--- config.mk ---
export PLATFORM = sky130hd
export DESIGN_NAME = ym_bus_responder
export DESIGN_NICKNAME = d
export VERILOG_FILES = /design/src/rtl/ym_bus_responder.sv
export SDC_FILE = /design/constraint.sdc
export NUM_CORES = 1
export LEC_CHECK = 0
export ABC_AREA = 1
export CAP_MARGIN = 30
export CELL_PAD_IN_SITES_DETAIL_PLACEMENT = 2
export CELL_PAD_IN_SITES_GLOBAL_PLACEMENT = 2
export CORE_MARGIN = 2
export CORE_UTILIZATION = 36
export CTS_BUF_LIST = sky130_fd_sc_hd__clkbuf_4 sky130_fd_sc_hd__clkbuf_8
export CTS_CLUSTER_DIAMETER = 150
export DETAILED_ROUTE_END_ITERATION = 8
export GPL_TIMING_DRIVEN = 0
export PLACE_DENSITY_LB_ADDON = 0.08
export SKIP_LAST_GASP = 1
export SYNTH_ARGS = -nofsm -noshare
export SYNTH_HDL_FRONTEND = slang
export SYNTH_SLANG_ARGS = --single-unit
--- constraint.sdc ---
create_clock -name cpu_clock -period 2.7 [get_ports cpu_clock]
set_input_delay 0.675 -clock cpu_clock [delete_from_list [all_inputs] [get_ports cpu_clock]]
set_output_delay 0.675 -clock cpu_clock [all_outputs]
set_load 0.05 [all_outputs]
--- src/rtl/ym_bus_responder.sv ---
// Chip-side AY-3-8910/YM2149 bus responder: synchronizes and filters BDIR/BC1/DA,
// decodes latch/write/read cycles and holds the 16-entry masked PSG register file.
module ym_bus_responder #(
  parameter logic [3:0] ADDR_HI     = 4'h0,
  parameter int         SYNC_STAGES = 2
) (
  input  logic       cpu_clock,
  input  logic       reset,
  input  logic       chip_sel,
  input  logic       bdir,
  input  logic       bc1,
  input  logic [7:0] da_in,
  output logic [7:0] da_out,
  output logic       da_oe,
  output logic       wr_strobe,
  output logic [3:0] wr_addr,
  output logic [7:0] wr_data,
  output logic       env_restart,
  input  logic [3:0] rd_addr,
  output logic [7:0] rd_data
);

  // mode_q      | meaning
  // MODE_IDLE   | bus inactive (00)
  // MODE_READ   | CPU reading DA (01)
  // MODE_WRITE  | CPU writing data (10)
  // MODE_LATCH  | CPU latching address (11)
  typedef enum logic [1:0] {
    MODE_IDLE  = 2'b00,
    MODE_READ  = 2'b01,
    MODE_WRITE = 2'b10,
    MODE_LATCH = 2'b11
  } mode_e;

  function automatic logic [7:0] reg_mask(input logic [3:0] a);
    case (a)
      4'd1, 4'd3, 4'd5, 4'd13: reg_mask = 8'h0F;
      4'd6, 4'd8, 4'd9, 4'd10: reg_mask = 8'h1F;
      default:                 reg_mask = 8'hFF;
    endcase
  endfunction

  logic [SYNC_STAGES-1:0]      bdir_sync_q, bdir_sync_d;
  logic [SYNC_STAGES-1:0]      bc1_sync_q, bc1_sync_d;
  logic [SYNC_STAGES-1:0][7:0] da_sync_q, da_sync_d;

  mode_e      mode_q, mode_d, mode_prev_q, mode_prev_d;
  logic       armed_q, armed_d;
  logic [7:0] cap_q, cap_d;
  logic [3:0] addr_q, addr_d;
  logic       sel_q, sel_d;
  logic [7:0] regs_q [16];
  logic [7:0] regs_d [16];
  logic       wr_strobe_q, wr_strobe_d;
  logic [3:0] wr_addr_q, wr_addr_d;
  logic [7:0] wr_data_q, wr_data_d;
  logic       env_restart_q, env_restart_d;
  logic       da_oe_q, da_oe_d;
  logic [7:0] da_out_q, da_out_d;

  mode_e      mode_sync;
  logic       filt_ok;
  logic       commit_ok;
  logic       exit_latch, exit_write;
  logic [7:0] wdata;

  // Synchronizers keep running through reset so the real bus state is known at release.
  always_comb begin
    bdir_sync_d = {bdir_sync_q[SYNC_STAGES-2:0], bdir};
    bc1_sync_d  = {bc1_sync_q[SYNC_STAGES-2:0], bc1};
    da_sync_d   = {da_sync_q[SYNC_STAGES-2:0], da_in};
  end

  always_ff @(posedge cpu_clock) begin
    bdir_sync_q <= bdir_sync_d;
    bc1_sync_q  <= bc1_sync_d;
    da_sync_q   <= da_sync_d;
  end

  always_comb begin
    mode_sync   = mode_e'({bdir_sync_q[SYNC_STAGES-1], bc1_sync_q[SYNC_STAGES-1]});
    filt_ok     = {bdir_sync_q[SYNC_STAGES-1], bc1_sync_q[SYNC_STAGES-1]} ==
                  {bdir_sync_q[SYNC_STAGES-2], bc1_sync_q[SYNC_STAGES-2]};
    mode_d      = filt_ok ? mode_sync : mode_q;
    mode_prev_d = mode_q;
    // Arming needs an idle bus seen after reset, so a cycle straddling reset is dropped.
    armed_d     = armed_q | ((mode_q == MODE_IDLE) && filt_ok && (mode_sync == MODE_IDLE));
    // Hold the capture once the bus moves on, so a direct mode change keeps the old data.
    cap_d       = (((mode_q == MODE_WRITE) || (mode_q == MODE_LATCH)) && (mode_sync == mode_q))
                  ? da_sync_q[SYNC_STAGES-1] : cap_q;

    commit_ok  = armed_q && chip_sel;
    exit_latch = (mode_prev_q == MODE_LATCH) && (mode_q != MODE_LATCH);
    exit_write = (mode_prev_q == MODE_WRITE) && (mode_q != MODE_WRITE);
    wdata      = cap_q & reg_mask(addr_q);

    addr_d        = addr_q;
    sel_d         = sel_q;
    regs_d        = regs_q;
    wr_strobe_d   = 1'b0;
    env_restart_d = 1'b0;
    wr_addr_d     = wr_addr_q;
    wr_data_d     = wr_data_q;

    if (exit_latch && commit_ok) begin
      if (cap_q[7:4] == ADDR_HI) begin
        addr_d = cap_q[3:0];
        sel_d  = 1'b1;
      end else begin
        sel_d = 1'b0;
      end
    end

    if (exit_write && commit_ok && sel_q) begin
      regs_d[addr_q] = wdata;
      wr_strobe_d    = 1'b1;
      wr_addr_d      = addr_q;
      wr_data_d      = wdata;
      env_restart_d  = (addr_q == 4'd13);
    end

    da_oe_d  = (mode_q == MODE_READ) && sel_q && chip_sel && armed_q;
    da_out_d = da_oe_d ? regs_q[addr_q] : 8'h00;
  end

  always_ff @(posedge cpu_clock) begin
    if (reset) begin
      mode_q        <= MODE_IDLE;
      mode_prev_q   <= MODE_IDLE;
      armed_q       <= 1'b0;
      cap_q         <= 8'h00;
      addr_q        <= 4'h0;
      sel_q         <= 1'b0;
      regs_q        <= '{default: 8'h00};
      wr_strobe_q   <= 1'b0;
      wr_addr_q     <= 4'h0;
      wr_data_q     <= 8'h00;
      env_restart_q <= 1'b0;
      da_oe_q       <= 1'b0;
      da_out_q      <= 8'h00;
    end else begin
      mode_q        <= mode_d;
      mode_prev_q   <= mode_prev_d;
      armed_q       <= armed_d;
      cap_q         <= cap_d;
      addr_q        <= addr_d;
      sel_q         <= sel_d;
      regs_q        <= regs_d;
      wr_strobe_q   <= wr_strobe_d;
      wr_addr_q     <= wr_addr_d;
      wr_data_q     <= wr_data_d;
      env_restart_q <= env_restart_d;
      da_oe_q       <= da_oe_d;
      da_out_q      <= da_out_d;
    end
  end

  assign wr_strobe   = wr_strobe_q;
  assign wr_addr     = wr_addr_q;
  assign wr_data     = wr_data_q;
  assign env_restart = env_restart_q;
  assign da_oe       = da_oe_q;
  assign da_out      = da_out_q;
  assign rd_data     = regs_q[rd_addr];

endmodule

==> results.txt <==
Final setup violating endpoints = 0
Share of synthesized cell area in and, or, nand and nor gates = 0.1391
First-pass GRT wire length = 59740 um
Required time of the worst setup path = 2.03 ns
Share of the synthesized area in the top cell type = 0.4488
Vias in the first global route = 9251
Dominant cell type by area after synthesis = dfxtp_1
TritonRoute pass-1 iters = 5
Synthesized-area fraction occupied by adder cells = 0.001469
DP Area = 9354 sq um
Seq pwr share = 0.533
Normalized max-slew margin = 0.3301
Ys Warns = 0
Mapped Area = 8519 sq um
Register area share after synthesis = 0.4488
Hpwl dp = 29100 um
Int Pwr = 3691 uW
Top-count cell post-synth = o21ai_0
Filler instances = 2799
Initial Util = 0.3651
Worst hold slack = 0.3408 ns
Hold buffers post-CTS = 0
Mux contribution to synthesized area = 0.003525
Xor/xnor share of the synthesized area = 0.001028
Gr ovfl total = 0
Crit share post-route = 0.9917
Die height = 157.8 um
# Max-Cap Violations = 0
NumNets Final = 1262
Via count = 9020
Initial DRC count = 668
Num CTS Buffers = 17
Share of power burned in the clock network = 0.384
Flops & latches, synth = 191
PD cells = 536.2 nW/um^2
RSZ-0062 raised after global routing = true
Net Count, Synth = 1197
Clk Tree Root Cell = clkbuf_8
Clk buf depth = 2
Share of layout cells above drive strength 1 = 0.1034
Skew final = 0.02606 ns
DRT antenna net count = 0
Finished Cell Area = 9995 sq um
Largest net degree at the start of global routing = 22
Initial antenna violation count = 2
Crit Path Max Fanout = 10
Synth cell types = 31
H-tree levels = 4
Tightest Pin Transition = 1.005 ns
CP Launch Type = primary input
Crit. End Element = output pin
Combinational Power Share = 0.083
Drt wl/cell = 25.37 um
Pins Over Slew Limit = 0
Die area = 24910 sq um
Most used DFF post-synth = dfxtp_1
Async SR Flop Fraction = 0
VDD IR max = 0.2842 mV
Switching share of power = 0.3112
Combinational family with the most area after synthesis = compound AO/OA/AOI/OAI gates
Gpl congestion = 0.9247
Area Overhead vs Synth = 17.32%
Reg clk slew, reported paths = 0.12 ns
Crit path kind = in2out
Peak Freq = 373.5 MHz
Number of cell rows = 56
Synth cell count leaders = o21ai_0, dfxtp_1, a21oi_1, nand2_1, inv_1
Vias/cell = 5.716
Post-synthesis compound-gate area fraction = 0.3046
DRC = 0
Status = completed
Clock Latency Late Sink = 0.50 ns
Pleak = 0.003647 uW
Arrival time worst endpoint = 2.00 ns
Sw power = 1668 uW
Final Hold Viols = 0
Sink Count = 191
Die outline width = 157.8 um
PortBufs = 42
Post-route minimum period = 2.678 ns
Number of flops mapped to enable cells by yosys = 0
HP Class = reg2reg
Mean Syn Cell Area = 7.226 sq um
Mapped Cells = 1179
Final WL = 40040 um
Core box area = 23330 sq um
Overall routing resource usage = 0.3316
CTS tree = yes
Synth top area cells = dfxtp_1, o21ai_0, a21oi_1
Ports = 48
## cells by family (layout without fill, tap and decap cells)
group / Yosys count / count (layout)
AOI/OAI and AO/OA: 486 / 486
xor gates and xnor gates: 1 / 1
adders and majority gates: 1 / 1
buffers and inverters: 216 / 294
DFF: 191 / 191
muxes: 3 / 3
other: 0 / 2
and+or+nand+nor: 281 / 281
## per-layer routing
| layer | routed length [um] | up-vias | global-route usage |
|---|---|---|---|
| li1 | - | 4095 | - |
| met1 | 17460 | 4548 | 0.4291 |
| met2 | 18670 | 289 | 0.5385 |
| met3 | 2016 | 88 | 0.05338 |
| met4 | 1889 | 0 | 0.1602 |
| met5 | 0 | - | 0 |
## metrics by stage
stage	instances	setup slack, ns	total power, uW	util	setup TNS (ns)
3_5_place_dp	1541	-1.297	3320	0.4009	-13.13
4_1_cts	1576	-0.008148	5361	0.4267	-0.01267
2_1_floorplan	1179	0.09460	3138	-	0
5_1_grt	1576	-0.01040	5514	0.4281	-0.02577
6_report	1578	0.02246	5359	0.4284	0
3_3_place_gp	1540	-1.284	3310	0.4003	-11.07
## cell usage in the layout (no fill, tap or decap), drive strengths merged, types with 5 or more instances in the layout
cell / count
nand2: 160
inv: 141
nor2: 88
clkdlybuf4s50: 34
clkinv: 8
nand3: 24
o22ai: 13
buf: 46
o211ai: 33
nand4: 5
dfxtp: 191
clkbuf: 62
a21oi: 184
a22oi: 22
o21ai: 232
## final cells by class
class	count	area, sq um	area share
multi-input combinational	772	3879	0.3881
sequential	191	3824	0.3826
inverter	136	521.8	0.05220
timing repair buffer	46	476.7	0.04770
buffer	80	469.2	0.04695
tap	319	399.1	0.03993
clock buffer	17	234.0	0.02341
clock inverter	15	186.4	0.01865
antenna	2	5.005	0.0005008
## sequential cells by signal (all words and copies together) (netlist names), 4 cells and up, named ones only
name       cells
addr_q         4
wr_data        8
regs_q       128
wr_addr        4
da_out         8
da_sync_q      8
da_sync_d      8
cap_q          8
## power groups by stage
stage	registers (uW)	logic, uW	clock network [uW]
after global routing	2860	475	2180
after CTS	2860	433	2070
after floorplan	2910	225	0
after global placement	2920	391	0
final	2860	447	2060
after detailed placement	2920	400	0
## repair_timing
| item | 4_1_cts | 5_1_grt |
|---|---|---|
| buffers inserted | 2 | 0 |
| pin swaps | 3 | 8 |
| setup endpoints to repair | 8 | 9 |
| endpoints found under the hold margin | 0 | 0 |
| gates cloned | 1 | 0 |
| resized for setup | 117 | 22 |
## path summary, 6_finish.rpt
path | from | end | slack, ns | depth (start not counted)
setup / recovery | rd_addr[0] | rd_data[2] | 0.02 | 8
hold / removal | da_sync_d[12] | da_sync_q[12] | 0.34 | 0
setup reg to reg | addr_q[0] | da_out[4] | 0.21 | 9
hold reg to reg | da_sync_d[12] | da_sync_q[12] | 0.34 | 0
## critical path, stage by stage
cell      delay (ns)
buf_6           0.13
clkbuf_4        0.23
nor2_1          0.13
a21oi_1         0.07
o211ai_1        0.32
nand3_1         0.12
nand2_1         0.14
buf_6           0.17
No activity file was read; power rests on OpenSTA's default activity.
